`config.mk`:
```
export PLATFORM = sky130hd
export DESIGN_NAME = stream_reg_release
export DESIGN_NICKNAME = d
export VERILOG_FILES = /design/src/rtl/stream_pkg.sv /design/src/rtl/stream_skid_fifo.sv /design/src/rtl/stream_reg_release.sv
export SDC_FILE = /design/constraint.sdc
export NUM_CORES = 1
export LEC_CHECK = 0
export BUFFER_PORTS_ARGS = -buffer_cell sky130_fd_sc_hd__buf_4
export CAP_MARGIN = 40
export CORE_ASPECT_RATIO = 0.8
export CORE_MARGIN = 3
export CORE_UTILIZATION = 45
export CTS_CLUSTER_DIAMETER = 30
export DETAILED_ROUTE_END_ITERATION = 10
export PLACE_DENSITY = 0.7
export SLEW_MARGIN = 10
export SYNTH_ARGS = -nofsm -noshare
export SYNTH_HDL_FRONTEND = slang
export SYNTH_SLANG_ARGS = --single-unit
```
`constraint.sdc`:
```
create_clock -name clk -period 4.1 [get_ports clk]
set_clock_uncertainty 0.15 [all_clocks]
set_input_delay 0.41 -clock clk [delete_from_list [all_inputs] [get_ports clk]]
set_output_delay 0.41 -clock clk [all_outputs]
set_load 0.02 [all_outputs]
```
`src/rtl/stream_pkg.sv`:
```
// rtl/stream_pkg.sv - shared stream beat layout and framing state type
package stream_pkg;

  localparam int STREAM_DATA_WIDTH = 26;
  localparam int STREAM_SOP_BIT    = 25;
  localparam int STREAM_EOP_BIT    = 24;
  localparam int STREAM_RGB_WIDTH  = 24;

  typedef enum logic {
    IDLE   = 1'b0,
    IN_PKT = 1'b1
  } frame_state_t;

endpackage

```
`src/rtl/stream_skid_fifo.sv`:
```
// rtl/stream_skid_fifo.sv - small skid FIFO absorbing the in-flight beat after ready drops
module stream_skid_fifo #(
  parameter int DEPTH      = 2,
  parameter int DATA_WIDTH = 26
) (
  input  logic                         clk,
  input  logic                         rst_n,
  input  logic                         push,
  input  logic                         pop,
  input  logic [DATA_WIDTH-1:0]        wr_data,
  output logic [DATA_WIDTH-1:0]        head,
  output logic [$clog2(DEPTH+1)-1:0]   count,
  output logic [$clog2(DEPTH+1)-1:0]   count_next
);

  localparam int CW = $clog2(DEPTH+1);
  localparam int PW = (DEPTH > 1) ? $clog2(DEPTH) : 1;

  logic [DATA_WIDTH-1:0] mem [DEPTH];
  logic [PW-1:0]         wr_ptr;
  logic [PW-1:0]         rd_ptr;

  // Explicit wrap keeps non-power-of-two depths inside the array.
  function automatic logic [PW-1:0] ptr_inc(input logic [PW-1:0] p);
    if (p == PW'(DEPTH - 1)) return '0;
    return p + PW'(1);
  endfunction

  // Occupancy after this cycle's push/pop; the caller guarantees no overfill.
  always_comb begin
    count_next = count + CW'(push) - CW'(pop);
  end

  // Head is forced to zero when empty so stale storage never leaks out.
  always_comb begin
    head = '0;
    if (count != '0) head = mem[rd_ptr];
  end

  // Storage is not reset; only occupancy decides what is visible.
  always_ff @(posedge clk) begin
    if (push) mem[wr_ptr] <= wr_data;
  end

  // Pointer and occupancy registers.
  always_ff @(posedge clk or negedge rst_n) begin
    if (!rst_n) begin
      wr_ptr <= '0;
      rd_ptr <= '0;
      count  <= '0;
    end else begin
      if (push) wr_ptr <= ptr_inc(wr_ptr);
      if (pop)  rd_ptr <= ptr_inc(rd_ptr);
      count <= count_next;
    end
  end

endmodule

```
`src/rtl/stream_reg_release.sv`:
```
// rtl/stream_reg_release.sv - ready-latency-1 to ready-latency-0 stream adapter with framing check
module stream_reg_release
  import stream_pkg::*;
#(
  parameter int DATA_WIDTH    = STREAM_DATA_WIDTH,
  parameter int DEPTH         = 2,
  parameter int SOP_BIT       = STREAM_SOP_BIT,
  parameter int EOP_BIT       = STREAM_EOP_BIT,
  parameter int CHECK_FRAMING = 1
) (
  input  logic                        clk,
  input  logic                        rst_n,
  input  logic                        valid_in,
  input  logic [DATA_WIDTH-1:0]       data_in,
  output logic                        ready_out,
  output logic                        valid_out,
  output logic [DATA_WIDTH-1:0]       data_out,
  input  logic                        ready_in,
  output logic                        err_overflow,
  output logic                        err_framing,
  output logic [$clog2(DEPTH+1)-1:0]  level
);

  localparam int CW = $clog2(DEPTH+1);
  localparam logic [CW-1:0] DEPTH_C = CW'(DEPTH);
  localparam bit CHECK_EN = (CHECK_FRAMING != 0);

  logic          ready_q;
  logic          push;
  logic          pop;
  logic          full;
  logic [CW-1:0] count;
  logic [CW-1:0] count_next;

  frame_state_t  frame_state;
  frame_state_t  frame_next;
  logic          frame_bad;

  stream_skid_fifo #(
    .DEPTH      (DEPTH),
    .DATA_WIDTH (DATA_WIDTH)
  ) u_fifo (
    .clk        (clk),
    .rst_n      (rst_n),
    .push       (push),
    .pop        (pop),
    .wr_data    (data_in),
    .head       (data_out),
    .count      (count),
    .count_next (count_next)
  );

  // A beat is only taken if ready was offered last cycle and there is room
  // (a simultaneous pop frees the slot, so full-with-pop still accepts).
  assign full      = (count == DEPTH_C);
  assign pop       = (count != '0) & ready_in;
  assign push      = valid_in & ready_q & ~(full & ~pop);
  assign valid_out = (count != '0);
  assign level     = count;
  // Offer ready only if the beat arriving next cycle is guaranteed a slot.
  assign ready_out = rst_n & (count_next < DEPTH_C);

  // Remember what upstream saw so the next cycle's beat can be qualified.
  always_ff @(posedge clk or negedge rst_n) begin
    if (!rst_n) ready_q <= 1'b0;
    else        ready_q <= ready_out;
  end

  // Sticky overflow: any offered beat that is not pushed was lost.
  always_ff @(posedge clk or negedge rst_n) begin
    if (!rst_n)                err_overflow <= 1'b0;
    else if (valid_in & ~push) err_overflow <= 1'b1;
  end

  // Framing state register, advanced only by accepted beats.
  always_ff @(posedge clk or negedge rst_n) begin
    if (!rst_n) frame_state <= IDLE;
    else        frame_state <= frame_next;
  end

  // Framing next-state: a stray sop restarts the packet rather than resyncing later.
  always_comb begin
    frame_next = frame_state;
    frame_bad  = 1'b0;
    if (push) begin
      case (frame_state)
        IDLE: begin
          if (!data_in[SOP_BIT])     frame_bad  = 1'b1;
          else if (!data_in[EOP_BIT]) frame_next = IN_PKT;
        end
        IN_PKT: begin
          if (data_in[SOP_BIT]) frame_bad = 1'b1;
          if (data_in[EOP_BIT]) frame_next = IDLE;
        end
        default: frame_next = IDLE;
      endcase
    end
  end

  // Sticky framing error, held low when the checker is disabled.
  always_ff @(posedge clk or negedge rst_n) begin
    if (!rst_n)                    err_framing <= 1'b0;
    else if (CHECK_EN && frame_bad) err_framing <= 1'b1;
  end

endmodule

```
# Word level (Yosys, flattened, before mapping)
# Memories as Yosys holds them, arrays and structs flattened.
# Cells that the tools add are included.
dict set report op_classes {
  mux 18
  div_mod_pow 0
  reduce_logical 1
  addsub 4
  n_eq_ne 1
  bitwise 10
  n_shift 0
  mul 0
  order_cmp 1
}
# op count
set op_table {}
lappend op_table {{two-way mux 26 bit} 1}
lappend op_table {{two-way mux 1 bit} 15}
lappend op_table {{AND 1 bit} 6}
lappend op_table {{inverter 1 bit} 4}
lappend op_table {{one-hot mux 1 bit (2 select lines)} 2}
lappend op_table {{adder 1 bit (second input constant)} 2}
lappend op_table {{adder 2 x 1 -> 2 bit} 1}
lappend op_table {{equality test 2 bit (second input constant)} 1}
lappend op_table {{< comparator 2 bit (second input constant)} 1}
lappend op_table {{nonzero test 2 bit} 1}
lappend op_table {{subtractor 2 x 1 -> 2 bit} 1}
dict set report totals {
  romBits 0
  reg_bits 8
  inputBits 30
  mem_count 1
  latch_bits 0
  mem_bits_rw 52
  output_inout_bits 32
}
# memory words word_bits read_ports rd_clocked_by_memory_dff wr line
set memory_table {}
lappend memory_table {u_fifo.mem 2 26 1 0 1 stream_skid_fifo.sv:19} ;# logic [DATA_WIDTH-1:0] mem [DEPTH];

# Depth between registers and ports, before layout
dict set report depth {
  ltp_word 10
  mapped_depth 8
  mapped_depth_nobuf 8
}

# Cells and area by module
# A second synthesis with hierarchy kept.
dict set report unflattened {
  cells_unflattened 139
  hier_area_um2 2363.5
}
# module seq_area_each_um2 cells_per_inst area_each_um2 instances
set by_module_without_submodules {}
lappend by_module_without_submodules {stream_skid_fifo 1661.6 124 2179.6 1}
lappend by_module_without_submodules {stream_reg_release 100.1 15 183.9 1}

# Least setup slack after synthesis
# Ideal clock, no wire load.
dict set report synth_timing {
  path_kind {register -> register}
  startpoint {register u_fifo.count[1]}
  endpoint {memory u_fifo.mem[0][0], enable pin}
  arrival_ps 1940
  required_ps 3541
  stages_incl_launch_ff 4
  setup_slack_ps 1601
  period_less_slack_ps 2499
  path_cell_list {dfrtp_1 or3b_1 nand3_2 nor2_1}
}
dict set report synth_via {
  elab_chain_cells 8
}
# item line
set synth_rtl {}
lappend synth_rtl {{from (decl)} stream_skid_fifo.sv:12} ;# output logic [$clog2(DEPTH+1)-1:0] count,
lappend synth_rtl {{from (signal assigned)} stream_skid_fifo.sv:54} ;# count <= count_next;
lappend synth_rtl {{nonzero test 2 bit} stream_reg_release.sv:56} ;# assign pop = (count != '0) & ready_in;
lappend synth_rtl {{AND 1 bit} stream_reg_release.sv:56}
lappend synth_rtl {{inverter 1 bit} stream_reg_release.sv:57} ;# assign push = valid_in & ready_q & ~(full & ~pop);
lappend synth_rtl {{AND 1 bit *} stream_reg_release.sv:57}
lappend synth_rtl {{inverter 1 bit *} stream_reg_release.sv:57}
lappend synth_rtl {{AND 1 bit *} stream_reg_release.sv:57}
lappend synth_rtl {{two-way mux 1 bit *} stream_skid_fifo.sv:42} ;# if (push) mem[wr_ptr] <= wr_data;
lappend synth_rtl {{two-way mux 1 bit (not written as such) *} stream_skid_fifo.sv:42}
lappend synth_rtl {{to (decl)} stream_skid_fifo.sv:19}
# Every way passes the cells marked *; elsewhere a longest branch is shown, timed or not.

# Worst setup path after layout
dict set report layout_timing {
  startpoint {register u_fifo.count[1]}
  endpoint {output ready_out}
}
dict set report layout_via {
  elab_chain_cells 10
}
# item line
set layout_rtl {}
lappend layout_rtl {{nonzero test 2 bit *} stream_reg_release.sv:56}
lappend layout_rtl {{AND 1 bit *} stream_reg_release.sv:56}
lappend layout_rtl {{named net pop} stream_reg_release.sv:30} ;# logic pop;
lappend layout_rtl {{inverter 1 bit} stream_reg_release.sv:57}
lappend layout_rtl {{AND 1 bit} stream_reg_release.sv:57}
lappend layout_rtl {{inverter 1 bit} stream_reg_release.sv:57}
lappend layout_rtl {{AND 1 bit} stream_reg_release.sv:57}
lappend layout_rtl {{adder 2 x 1 -> 2 bit} stream_skid_fifo.sv:31} ;# count_next = count + CW'(push) - CW'(pop);
lappend layout_rtl {{subtractor 2 x 1 -> 2 bit *} stream_skid_fifo.sv:31}
lappend layout_rtl {{named net count_next[1]} stream_reg_release.sv:33} ;# logic [CW-1:0] count_next;
lappend layout_rtl {{< comparator 2 bit *} stream_reg_release.sv:61} ;# assign ready_out = rst_n & (count_next < DEPTH_C);
lappend layout_rtl {{AND 1 bit *} stream_reg_release.sv:61}
lappend layout_rtl {{to (decl)} stream_reg_release.sv:15} ;# output logic ready_out,
# The timed path passes the listed nets; every way through them passes the cells marked *.

==> results.sh <==
export IMPL_hold_viol=0
export IMPL_r2r_end="ready_q$_DFF_PN0_"
export IMPL_ant_nets=0
export IMPL_die_w_um=86.21
export IMPL_cts_buffers=9
export IMPL_viasPerCell=4.949
export IMPL_synthArstFlopShare_pct=13.33
export IMPL_fin_crit_sh_pct=72.05
export IMPL_dp_hpwl_um=3030
export IMPL_ys_flop_type="edfxtp_1"
export IMPL_dp_cells=260
export IMPL_path_max_fanout=28
export IMPL_crit_path_start_kind="flip-flop"
export IMPL_r2r_start="u_fifo.count[1]$_DFF_PN0_"
export IMPL_die_height_um=70.17
export IMPL_p_leak_uw=0.001261
export IMPL_first_pass_iters=4
export IMPL_hold_ws_ns=0.1127
export IMPL_area_delta_synth_final_pct=30.63
export IMPL_crit_family="buffers and inverters"
export IMPL_finalSetupTns_ns=0
export IMPL_ios=62
export IMPL_cp_cell_sequence="nor2_2 > buf_4 > nor2b_1 > ha_1 > inv_1 > ha_1 > xnor2_1 > xnor2_1 > nor2_1 > buf_4"
export IMPL_antennaDiodeCount=0
export IMPL_seq_area_frac_synth_pct=76.07
export IMPL_clock_sinks=60
export IMPL_start_util_pct=48.63
export IMPL_post_cts_resized=0
export IMPL_finish_instance_area_mm2=0.003025
export IMPL_gp_congestion=0.7437
export IMPL_synth_cell_types=20
export IMPL_grt_ovfl_total=0
export IMPL_grtUsageTotal_pct=15.70
export IMPL_grt_max_degree=29
export IMPL_dieArea_mm2=0.006049
export IMPL_clockBufferDepth=2
export IMPL_crit_start="u_fifo.count[1]$_DFF_PN0_"
export IMPL_drive_above_1_share_pct=38.71
export IMPL_cts_max_level=3
export IMPL_routed_wl_um=4268
export IMPL_rows=22
export IMPL_worst_path_largest_cell_delay_ns=0.42
export IMPL_rsz0062_at_grt="no"
export IMPL_grt_pass1_vias=1478
export IMPL_syn_instance_count=140
export IMPL_slowest_stage="dfrtp_1"
export IMPL_cap_violations=0
export IMPL_cts_tree="done"
export IMPL_synth_area_mm2=0.002316
export IMPL_post_cts_buffers=0
export IMPL_clockRootBuffer="clkbuf_8"
export IMPL_hp_class="primary input to flip-flop"
export IMPL_nNetsFinal=244
export IMPL_path_buf_inv=3
export IMPL_wire_per_inst_um=15.41
export IMPL_tightestPinTransition_ns=0.4610
export IMPL_grt_pass1_wl_um=7038
export IMPL_ys_ff_latch=60
export IMPL_setup_violations=0
export IMPL_critPathCapture="ready_out"
export IMPL_ff2ff_path_depth=9
export IMPL_worstSetupEndpointType="output port"
export IMPL_fmax_mhz=338.5
export IMPL_pwr_density_cell_mw_per_mm2=710.8
export IMPL_io_buffers=61
export IMPL_slew_viol_final=0
export IMPL_slew_headroom_pct=69.23
export IMPL_antenna_found_initial=0
export IMPL_status="finished, final reports clean"
export IMPL_pre_cts_slack_ns=1.460
export IMPL_synth_enable_flop_cells=52
export IMPL_coreArea_mm2=0.004762
export IMPL_ys_warn_count=0
export IMPL_path_depth=10
export IMPL_fin_cells=277
export IMPL_placed_cell_area_mm2=0.002851
export IMPL_vias=1371
export IMPL_drcViolationCount=0
export IMPL_cts_clk_slew_worst_paths_ns=0.06
export IMPL_syn_area_per_cell_um2=16.54
export IMPL_syn_nets=172
export IMPL_drtIter0Drc=111
export IMPL_vdd_drop_max_uv=422.4
export IMPL_insertion_delay_ns=0.33
export IMPL_setup_slack_ns=1.146
export IMPL_critPathKind="flip-flop to output port"
export IMPL_ff2ff_setup_slack_ns=1.93
export IMPL_cp_arrival_ns=2.39
export IMPL_min_period_ns=2.954
export IMPL_worstPathRequired_ns=3.54
==> cell usage in the layout, fill, tap and decap left out, types with 2 or more instances in the layout <==
master	instances
edfxtp_1	52
nor2_2	2
xnor2_1	4
mux2i_1	26
ha_1	2
buf_4	65
clkinv_2	3
inv_1	4
clkbuf_8	10
dfrtp_1	8
nor2_1	27
clkbuf_1	3
==> cell type report <==
class | count | area [um2]
clock buffers | 13 | 148.9
clock inverters | 3 | 15.01
fillers | 371 | 1737
inverters | 5 | 18.77
multi-input cells | 70 | 508.0
flip-flops and latches | 60 | 1762
well taps | 60 | 75.07
repair buffers | 66 | 498.0
==> worst register-to-register path: stages, from the launching register on <==
cell	delay (ns)
dfrtp_1	0.42
nor2_2	0.12
buf_4	0.31
nor2b_1	0.13
ha_1	0.29
inv_1	0.04
ha_1	0.19
xnor2_1	0.16
xnor2_1	0.16
nor2_1	0.08
==> synth_stat cells, types with 2 or more instances <==
master	n	share of area, %
inv_1	4	0.65
buf_4	2	0.65
nor2_1	28	4.5
ha_1	2	1.1
dfrtp_1	8	8.6
xnor2_1	4	1.5
buf_2	3	0.65
edfxtp_1	52	67
mux2i_1	26	11
==> where the power goes <==
part           internal (uW)  switching, uW  total [uW]
Combinational            377            522         900
Sequential               768           51.5         819
Clock                    233            199         431
Total                   1380            772        2150
==> worst min path at each step <==
stage	from	endpoint	cells after the start
finish	data_in[22]	u_fifo.mem[0][22]$_DFFE_PP_	1
global route	data_in[22]	u_fifo.mem[0][22]$_DFFE_PP_	1
CTS	data_in[3]	u_fifo.mem[0][3]$_DFFE_PP_	1
detailed placement	rst_n	u_fifo.count[1]$_DFF_PN0_	1
global placement	rst_n	ready_q$_DFF_PN0_	1
floorplan	rst_n	err_framing$_DFFE_PN0P_	0
==> through the flow <==
stage	power [uW]	utilization, %
floorplan	1378	-
global placement	1723	59.88
detailed placement	1743	59.88
CTS	2180	63.53
global route	2291	63.53
finish	2150	63.53
==> timing repair <==
item                                   4_1_cts  5_1_grt
hold buffers                                 1        0
setup endpoints to repair                    0        0
endpoints found under the hold margin        8        0
==> per-layer routing <==
metal / global-route usage [%] / vias up / share of wire [%]
met5: 0 / - / 0
met2: 25.83 / 59 / 50
met3: 7.311 / 9 / 9.3
met4: 6.228 / 0 / 1.6
li1: - / 647 / -
met1: 17.62 / 656 / 39
==> flip-flops by register name, summed over array words and instances, names as in the netlist <==
| register | cells |
|---|---|
| u_fifo.mem | 52 |
| u_fifo.count | 2 |
| err_framing | 1 |
| err_overflow | 1 |
| frame_state | 1 |
| ready_q | 1 |
| u_fifo.rd_ptr | 1 |
| u_fifo.wr_ptr | 1 |
==> cells by family after synthesis <==
logic type / after synthesis / share of synthesized area (%)
buffers and inverters: 10 / 2.106
DFF: 60 / 76.07
adders and majority gates: 2 / 1.080
muxes: 26 / 11.24
xor gates and xnor gates: 5 / 1.891
AOI/OAI and AO/OA: 4 / 1.459
and+or+nand+nor: 33 / 6.159
No activity file was read; power rests on OpenSTA's default activity.
